File: config.mk
export PLATFORM = sky130hd
export DESIGN_NAME = puf_challenge_ctrl
export DESIGN_NICKNAME = d
export VERILOG_FILES = /design/src/rtl/puf_pkg.sv /design/src/rtl/puf_sync.sv /design/src/rtl/puf_challenge_ctrl.sv
export SDC_FILE = /design/constraint.sdc
export NUM_CORES = 1
export LEC_CHECK = 0
export BUFFER_PORTS_ARGS = -buffer_cell sky130_fd_sc_hd__buf_4
export CAP_MARGIN = 20
export CORE_MARGIN = 3
export CORE_UTILIZATION = 34
export CTS_BUF_LIST = sky130_fd_sc_hd__clkbuf_16
export DETAILED_ROUTE_END_ITERATION = 7
export PLACE_DENSITY = 0.55
export SYNTH_ARGS = -nofsm -noshare
export SYNTH_HDL_FRONTEND = slang
export SYNTH_SLANG_ARGS = --single-unit
File: constraint.sdc
create_clock -name clk -period 3 [get_ports clk]
set_clock_uncertainty 0.15 [all_clocks]
set_input_delay 0.15 -clock clk [delete_from_list [all_inputs] [get_ports clk]]
set_output_delay 0.15 -clock clk [all_outputs]
set_load 0.005 [all_outputs]
File: src/rtl/puf_pkg.sv
// Shared types and helpers for the ring-oscillator PUF blocks.
package puf_pkg;

  localparam int CHAL_W_DEF = 2;

  typedef enum logic [2:0] {
    IDLE   = 3'd0,
    SETTLE = 3'd1,
    EVAL   = 3'd2,
    SAMPLE = 3'd3,
    DONE   = 3'd4
  } state_t;

  // Bits needed to hold the values 0..n; never narrower than one bit.
  function automatic int cnt_w(input int n);
    int w;
    w = $clog2(n + 1);
    return (w < 1) ? 1 : w;
  endfunction

endpackage

File: src/rtl/puf_sync.sv
// Multi-flop synchronizer for asynchronous single-bit PUF outputs.
module puf_sync #(
  parameter int STAGES = 2
) (
  input  logic clk,
  input  logic rst,
  input  logic d,
  output logic q
);

  logic [STAGES-1:0] ff;

  // Shift chain; only the last stage is safe to use in clocked logic.
  always_ff @(posedge clk or posedge rst) begin
    if (rst) begin
      ff <= '0;
    end else begin
      ff[0] <= d;
      for (int i = 1; i < STAGES; i++) begin
        ff[i] <= ff[i-1];
      end
    end
  end

  assign q = ff[STAGES-1];

endmodule

File: src/rtl/puf_challenge_ctrl.sv
// PUF initiator: walks challenges, repeats each evaluation, majority-votes
// the synchronized result and flags bits whose votes disagreed.
//
// state  | meaning
// IDLE   | waiting for start
// SETTLE | enable low, oscillators and counters quiesce
// EVAL   | enable high, race window running
// SAMPLE | enable still high while the result crosses the synchronizer
// DONE   | one-cycle completion pulse
module puf_challenge_ctrl
  import puf_pkg::*;
#(
  parameter int CHAL_W        = CHAL_W_DEF,
  parameter int RESP_BITS     = 8,
  parameter int VOTES         = 5,
  parameter int SETTLE_CYCLES = 4,
  parameter int EVAL_CYCLES   = 1024,
  parameter int SYNC_STAGES   = 2
) (
  input  logic                 clk,
  input  logic                 rst,
  input  logic                 start,
  input  logic                 abort,
  input  logic [CHAL_W-1:0]    challenge_base,
  output logic                 puf_enable,
  output logic [CHAL_W-1:0]    puf_challenge,
  input  logic                 puf_response,
  output logic                 busy,
  output logic                 done,
  output logic [RESP_BITS-1:0] response,
  output logic [RESP_BITS-1:0] unstable_mask
);

  localparam int TMR_MAX = (EVAL_CYCLES > SETTLE_CYCLES)
                           ? ((EVAL_CYCLES > SYNC_STAGES) ? EVAL_CYCLES : SYNC_STAGES)
                           : ((SETTLE_CYCLES > SYNC_STAGES) ? SETTLE_CYCLES : SYNC_STAGES);
  localparam int TW = cnt_w(TMR_MAX);
  localparam int VW = cnt_w(VOTES);
  localparam int BW = cnt_w(RESP_BITS - 1);

  localparam logic [TW-1:0] SETTLE_LD = TW'(SETTLE_CYCLES - 1);
  localparam logic [TW-1:0] EVAL_LD   = TW'(EVAL_CYCLES - 1);
  localparam logic [TW-1:0] SAMPLE_LD = TW'(SYNC_STAGES - 1);
  localparam logic [VW-1:0] V_HALF    = VW'(VOTES / 2);
  localparam logic [VW-1:0] V_ALL     = VW'(VOTES);
  localparam logic [VW-1:0] V_LAST    = VW'(VOTES - 1);
  localparam logic [BW-1:0] B_LAST    = BW'(RESP_BITS - 1);

  state_t                 state, state_nx;
  logic [TW-1:0]          tmr, tmr_ld;
  logic                   tc;
  logic                   sync_bit;
  logic [CHAL_W-1:0]      chal;
  logic [BW-1:0]          bit_idx;
  logic [VW-1:0]          vote_idx, ones, ones_nx;
  logic                   last_vote, last_bit, accept, sample_end;
  logic [RESP_BITS-1:0]   resp_r, mask_r;

  puf_sync #(.STAGES(SYNC_STAGES)) u_sync (
    .clk (clk),
    .rst (rst),
    .d   (puf_response),
    .q   (sync_bit)
  );

  assign tc         = (tmr == '0);
  assign last_vote  = (vote_idx == V_LAST);
  assign last_bit   = (bit_idx == B_LAST);
  assign accept     = (state == IDLE) && start;
  assign sample_end = (state == SAMPLE) && tc && !abort;
  assign ones_nx    = ones + VW'(sync_bit);

  // State register.
  always_ff @(posedge clk or posedge rst) begin
    if (rst) state <= IDLE;
    else     state <= state_nx;
  end

  // Next state and timer reload value; abort overrides every transition.
  always_comb begin
    state_nx = state;
    tmr_ld   = '0;
    case (state)
      IDLE:    if (start) state_nx = SETTLE;
      SETTLE:  if (tc) state_nx = EVAL;
      EVAL:    if (tc) state_nx = SAMPLE;
      SAMPLE:  if (tc) state_nx = (last_vote && last_bit) ? DONE : SETTLE;
      DONE:    state_nx = IDLE;
      default: state_nx = IDLE;
    endcase
    if (abort && state != IDLE) state_nx = IDLE;
    case (state_nx)
      SETTLE:  tmr_ld = SETTLE_LD;
      EVAL:    tmr_ld = EVAL_LD;
      SAMPLE:  tmr_ld = SAMPLE_LD;
      default: tmr_ld = '0;
    endcase
  end

  // Phase timer: down-counter reloaded on every state change, terminal count at zero.
  always_ff @(posedge clk or posedge rst) begin
    if (rst)                    tmr <= '0;
    else if (state_nx != state) tmr <= tmr_ld;
    else if (!tc)               tmr <= tmr - TW'(1);
  end

  // Challenge/vote bookkeeping and progressive fill of the response words.
  always_ff @(posedge clk or posedge rst) begin
    if (rst) begin
      chal     <= '0;
      bit_idx  <= '0;
      vote_idx <= '0;
      ones     <= '0;
      resp_r   <= '0;
      mask_r   <= '0;
    end else if (accept) begin
      chal     <= challenge_base;
      bit_idx  <= '0;
      vote_idx <= '0;
      ones     <= '0;
      resp_r   <= '0;
      mask_r   <= '0;
    end else if (sample_end) begin
      if (!last_vote) begin
        ones     <= ones_nx;
        vote_idx <= vote_idx + VW'(1);
      end else begin
        for (int i = 0; i < RESP_BITS; i++) begin
          if (bit_idx == BW'(i)) begin
            resp_r[i] <= (ones_nx > V_HALF);
            mask_r[i] <= (ones_nx != '0) && (ones_nx != V_ALL);
          end
        end
        ones     <= '0;
        vote_idx <= '0;
        if (!last_bit) begin
          bit_idx <= bit_idx + BW'(1);
          chal    <= chal + CHAL_W'(1);
        end
      end
    end
  end

  assign puf_enable    = (state == EVAL) || (state == SAMPLE);
  assign busy          = (state != IDLE);
  assign done          = (state == DONE);
  assign puf_challenge = chal;
  assign response      = resp_r;
  assign unstable_mask = mask_r;

endmodule

* Yosys cells after proc, flatten, opt, wreduce, memory -nomap -nowiden *
Index checks and enable logic that the tools add are counted.

cells by class
  add/subtract/negate cells = 5
  magnitude comparators = 1
  equality and inequality tests = 19
  muxes and demuxes = 46
  reductions and logical operators = 32

operators with widths
  operator                 number
  $mux W3                  16
  $mux W8                  6
  $pmux W10 S3             1
  $reduce_and A3 Y1        9
  $mux W11                 2
  $reduce_bool A2 Y1       10
  $eq A3 B2 Y1 const B     6
  $eq A3 B3 Y1 const B     6
  $mux W1                  16
  $pmux W3 S4              1
  $logic_not A11 Y1        1
  $sub A11 B1 Y11 const B  1
  $eq A3 B1 Y1 const B     3
  $mux W2                  4
  $add A3 B1 Y3 const B    2
  $logic_and A1 B1 Y1      6
  $logic_not A3 Y1         2
  $reduce_bool A3 Y1       2
  $ne A2 B1 Y1 const B     2
  $add A3 B1 Y3            1
  $gt A3 B2 Y1 const B     1
  $ne A3 B3 Y1             1
  $ne A3 B3 Y1 const B     1
  $add A2 B1 Y2 const B    1
  other kinds (2)          2

storage, ports and cells
  register bits = 43
  input bits = 7
  output and inout bits = 21

* Logic depth before layout (Yosys ltp) *
  depth after elaboration = 9
  depth in mapped cells = 9
  gate-level depth less buffers = 7

* Modules after synthesis *
From an unflattened synthesis, not the netlist that was laid out.

unflattened totals
  cell total of the unflattened synthesis = 240
  area total of the unflattened synthesis = 2398.6 µm²

modules (own cells, without submodules)
  module              times used  cells each  area an instance (µm²)  seq. area each (µm²)
  puf_challenge_ctrl  1           237         2344.7                  1026.0
  puf_sync            1           3           53.8                    50.0

* Worst setup path before layout *
OpenSTA, ideal clock, no wires.

  path type = reg2reg
  start = register tmr[0]
  end = register bit_idx[2]
  library setup time = 72 ps
  arrival = 2118 ps
  setup slack = 659 ps
  cell stages (with the launch flop) = 8
  path buffers = 0
  period minus slack after synthesis = 2341 ps
  cell sequence = dfrtp_1 inv_1 ha_1 nor3b_2 nand4_2 nor3_4 mux2_1 nor2_1

on the way
  word-level cells in the longest chain between the ends = 5

RTL lines
  what                                 line                       text
  from (decl)                          puf_challenge_ctrl.sv:50   logic [TW-1:0] tmr, tmr_ld;
  from (signal assigned)               puf_challenge_ctrl.sv:103  else if (state_nx != state) tmr <= tmr_ld;
  from (signal assigned)               puf_challenge_ctrl.sv:104  else if (!tc) tmr <= tmr - TW'(1);
  $logic_not A11 Y1                    puf_challenge_ctrl.sv:66   assign tc = (tmr == '0);
  $logic_and A1 B1 Y1 (2 in a row)     puf_challenge_ctrl.sv:70   assign sample_end = (state == SAMPLE) && tc && !abort;
  $reduce_bool A2 Y1 (no source line)  -
  $reduce_and A3 Y1 (no source line)   -
  to (signal assigned)                 puf_challenge_ctrl.sv:137  bit_idx <= bit_idx + BW'(1);
  to (decl)                            puf_challenge_ctrl.sv:54   logic [BW-1:0] bit_idx;

Every way passes these cells.
A chain may end at the register's enable or synchronous reset.

* Worst setup path after layout *
  start = register tmr[4]
  end = register bit_idx[2]

Same word-level chain as after synthesis.

==> results by group <==
STA
  • Setup TNS: 0 ns
  • Hold Fails Final Rpt: 0
  • Worst slew pin tran: 0.726 ns
  • Fin crit share: 0.814
  • Relative slew slack: 0.512
  • Final Max Tran Viols: 0
  • Min cycle time layout: 2.44 ns
  • Fmax: 410 MHz
  • RSZ-0062 raised after global routing: false
  • Final setup violation count: 0

Logic synthesis
  • Post-synth EDFFs: 0
  • Yosys warnings: 0
  • Yosys cell types: 50
  • Synth area leader: dfrtp_1
  • Most instantiated library cell after synthesis: dfrtp_1
  • Most used DFF post-synth: dfrtp_1
  • Synth Register Bits: 43
  • Synth Area per Inst: 9.67 um^2
  • Synth top area share: 0.467
  • Async S/R FF share, synth: 1.00
  • Post-synth top cells: 43 x dfrtp_1, 27 x o21ai_0, 24 x nand3_1, 20 x nand2_1, 15 x inv_1
  • Synth Instances: 238
  • Sequential element share of the synthesized area: 0.467
  • Cell area after synthesis: 0.00230 mm^2
  • Top cells by area, synth: dfrtp_1 47%, ha_1 6.0%, o21ai_0 5.9%
  • Synthesized Nets: 256

Finish
  • Fraction of layout cells with a size suffix above 1: 0.181
  • P&R area growth vs syn: 23.6%
  • Fin cells: 353
  • Final Core Density: 0.441
  • Diodes inserted: 0
  • Layout filler cell count: 635
  • Nets: 293

Job
  • Max-cap violations: 0

Power
  • Pwr Density: 825 mW/mm^2
  • Worst VDD drop: 0.348 mV
  • Switching part of the total power: 0.351
  • Clock share of power: 0.298
  • Comb power frac: 0.364
  • Leakage power: 1.27 nW
  • Total net switching power: 0.000825 W
  • P_int: 0.00152 W
  • Power share of the sequential group: 0.338

Place
  • Placed insts: 341
  • DP HPWL: 3690 um
  • Number of port buffers: 27
  • Routability cong.: 0.818

Drt
  • DRC Markers: 0
  • DR WL/cell: 14.5 um
  • Initial DRC count: 68
  • Final wirelength: 5120 um
  • Vias per cell: 5.11
  • Vias: 1804
  • Drt pass-1 iters: 4
  • Detail Route Antenna Nets: 0

GRT
  • Initial antenna violation count: 0
  • Grt ovf: 0
  • Largest net degree at the start of global routing: 26
  • Total GRT Usage: 0.146
  • Wire length of the first global-routing pass: 8800 um
  • Number of global-route vias before repair: 1722

Clock tree
  • CTS resizes: 0
  • CTS tree: yes
  • CTS sink cnt: 43
  • CTS clk-pin slew, worst paths: 0.06 ns
  • Bufs on Longest Clock Path: 2
  • H-Tree Depth: 2
  • Post-CTS Hold Buffers: 4
  • CTS buffer count: 5
  • Clock root buffer: clkbuf_16
  • Clk_lat worst skew: 0.28 ns
  • Post-CTS setup buffers: 0

Setup path
  • Crit path cell chain: nor4_4 > nand4_2 > nor3_4 > mux2_1 > nor2_1
  • Setup CP Type: reg2reg
  • R2R Path Start: tmr[4]
  • R2r worst-path depth: 5
  • Crit path buf inv count: 0
  • CP Launch Type: register
  • CP peak stage delay: 0.59 ns
  • Slowest CP cell: nor4_4
  • Worst setup EP type: register
  • Worst endpoint required time: 3.06 ns
  • CP delay by family, top: simple AND/OR/NAND/NOR gates
  • CP Max Fanout: 9
  • FF-to-FF setup slack: 0.56 ns
  • Worst reg2reg endpoint: bit_idx[2]
  • Arrival time worst endpoint: 2.50 ns

Floorplan
  • Die area: 0.00779 mm^2
  • Initial Utilization: 0.356
  • Floorplan core area: 0.00646 mm^2
  • Die height: 88.3 um
  • Die X-Extent: 88.3 um
  • Row Count: 29
  • Io pins: 28

Run status
  • Outcome: finished, final reports clean

Worst hold path
  • Hold Path Class: in2reg
  • WHS Path Cells: 3
  • Hold_sp: abort
  • Worst Hold End: state[0]
==> kinds of logic after synthesis <==
logic type,count (synthesis),share of synthesized area
compound gates,56,0.140
xor+xnor,9,0.0342
mux,7,0.0326
simple gates,91,0.230
buf+inv,21,0.0353
flops,43,0.467
fa+ha+maj,11,0.0598
==> sequential cells by signal, summed over array words and instances (netlist names) <==
register,flops
u_sync.ff,2
response,8
tmr,11
ones,3
unstable_mask,8
state,3
vote_idx,3
puf_challenge,2
bit_idx,3
==> routing by layer <==
layer	track usage	vias to the layer above	share of wire
met4	0.0412	0	0.0090
met2	0.218	22	0.45
li1	-	927	-
met3	0.0317	4	0.036
met5	0	-	0
met1	0.213	851	0.50
==> metrics by stage <==
step                setup WS [ns]  area [um^2]  hold WS [ns]  total power (W)
floorplan                   0.659         2300        0.0314          0.00139
global placement            0.619         2610        0.0536          0.00165
detailed placement          0.568         2610        0.0531          0.00165
CTS                         0.548         2850        0.0774          0.00238
global route                0.271         2850        0.0970          0.00251
finish                      0.558         2850        0.0871          0.00235
==> placed cells by master (no fill, tap or decap), types with 2 or more instances in the layout <==
cell type / n
inv_1: 14
clkbuf_16: 5
nand3_1: 24
a31oi_1: 2
nor2_1: 12
dfrtp_1: 43
nand2_1: 20
a21oi_1: 14
a21o_1: 2
bufinv_16: 2
o21ai_1: 2
dlygate4sd3_1: 4
xnor2_1: 9
mux2i_1: 5
buf_4: 32
o21ai_0: 27
nand3b_1: 2
nor3_1: 6
ha_1: 11
nand4_1: 6
==> cell type report <==
| type | instances | area [um^2] | share of cell area |
|---|---|---|---|
| well taps | 77 | 96.3 | 0.0338 |
| clock inverters | 3 | 67.6 | 0.0237 |
| repair buffers | 36 | 280 | 0.0985 |
| clock buffers | 5 | 125 | 0.0440 |
| inverters | 15 | 56.3 | 0.0198 |
| flip-flops and latches | 43 | 1080 | 0.378 |
| multi-input cells | 174 | 1140 | 0.402 |
==> power by group through the flow <==
stage / combinational, W / clock (W) / sequential [W]
6_report: 0.000853 / 0.000700 / 0.000794
5_1_grt: 0.000959 / 0.000745 / 0.000810
3_3_place_gp: 0.000852 / 0 / 0.000801
4_1_cts: 0.000861 / 0.000720 / 0.000794
2_1_floorplan: 0.000626 / 0 / 0.000765
3_5_place_dp: 0.000853 / 0 / 0.000801
==> tightest hold or removal path, cell delays in order <==
cell and delay, ns:
buf_4 0.10, a21oi_1 0.11, o21a_1 0.12
==> worst max path at each step <==
| stage | start | depth (start not counted) | slack [ns] | end |
|---|---|---|---|---|
| after floorplan | tmr[0] | 7 | 0.66 | bit_idx[2] |
| after global placement | tmr[4] | 5 | 0.62 | bit_idx[2] |
| after detailed placement | tmr[4] | 5 | 0.57 | tmr[6] |
| after CTS | tmr[4] | 5 | 0.55 | bit_idx[2] |
| after global routing | tmr[4] | 5 | 0.27 | unstable_mask[5] |
| final | tmr[4] | 5 | 0.56 | bit_idx[2] |
No activity file was read; power rests on OpenSTA's default activity.
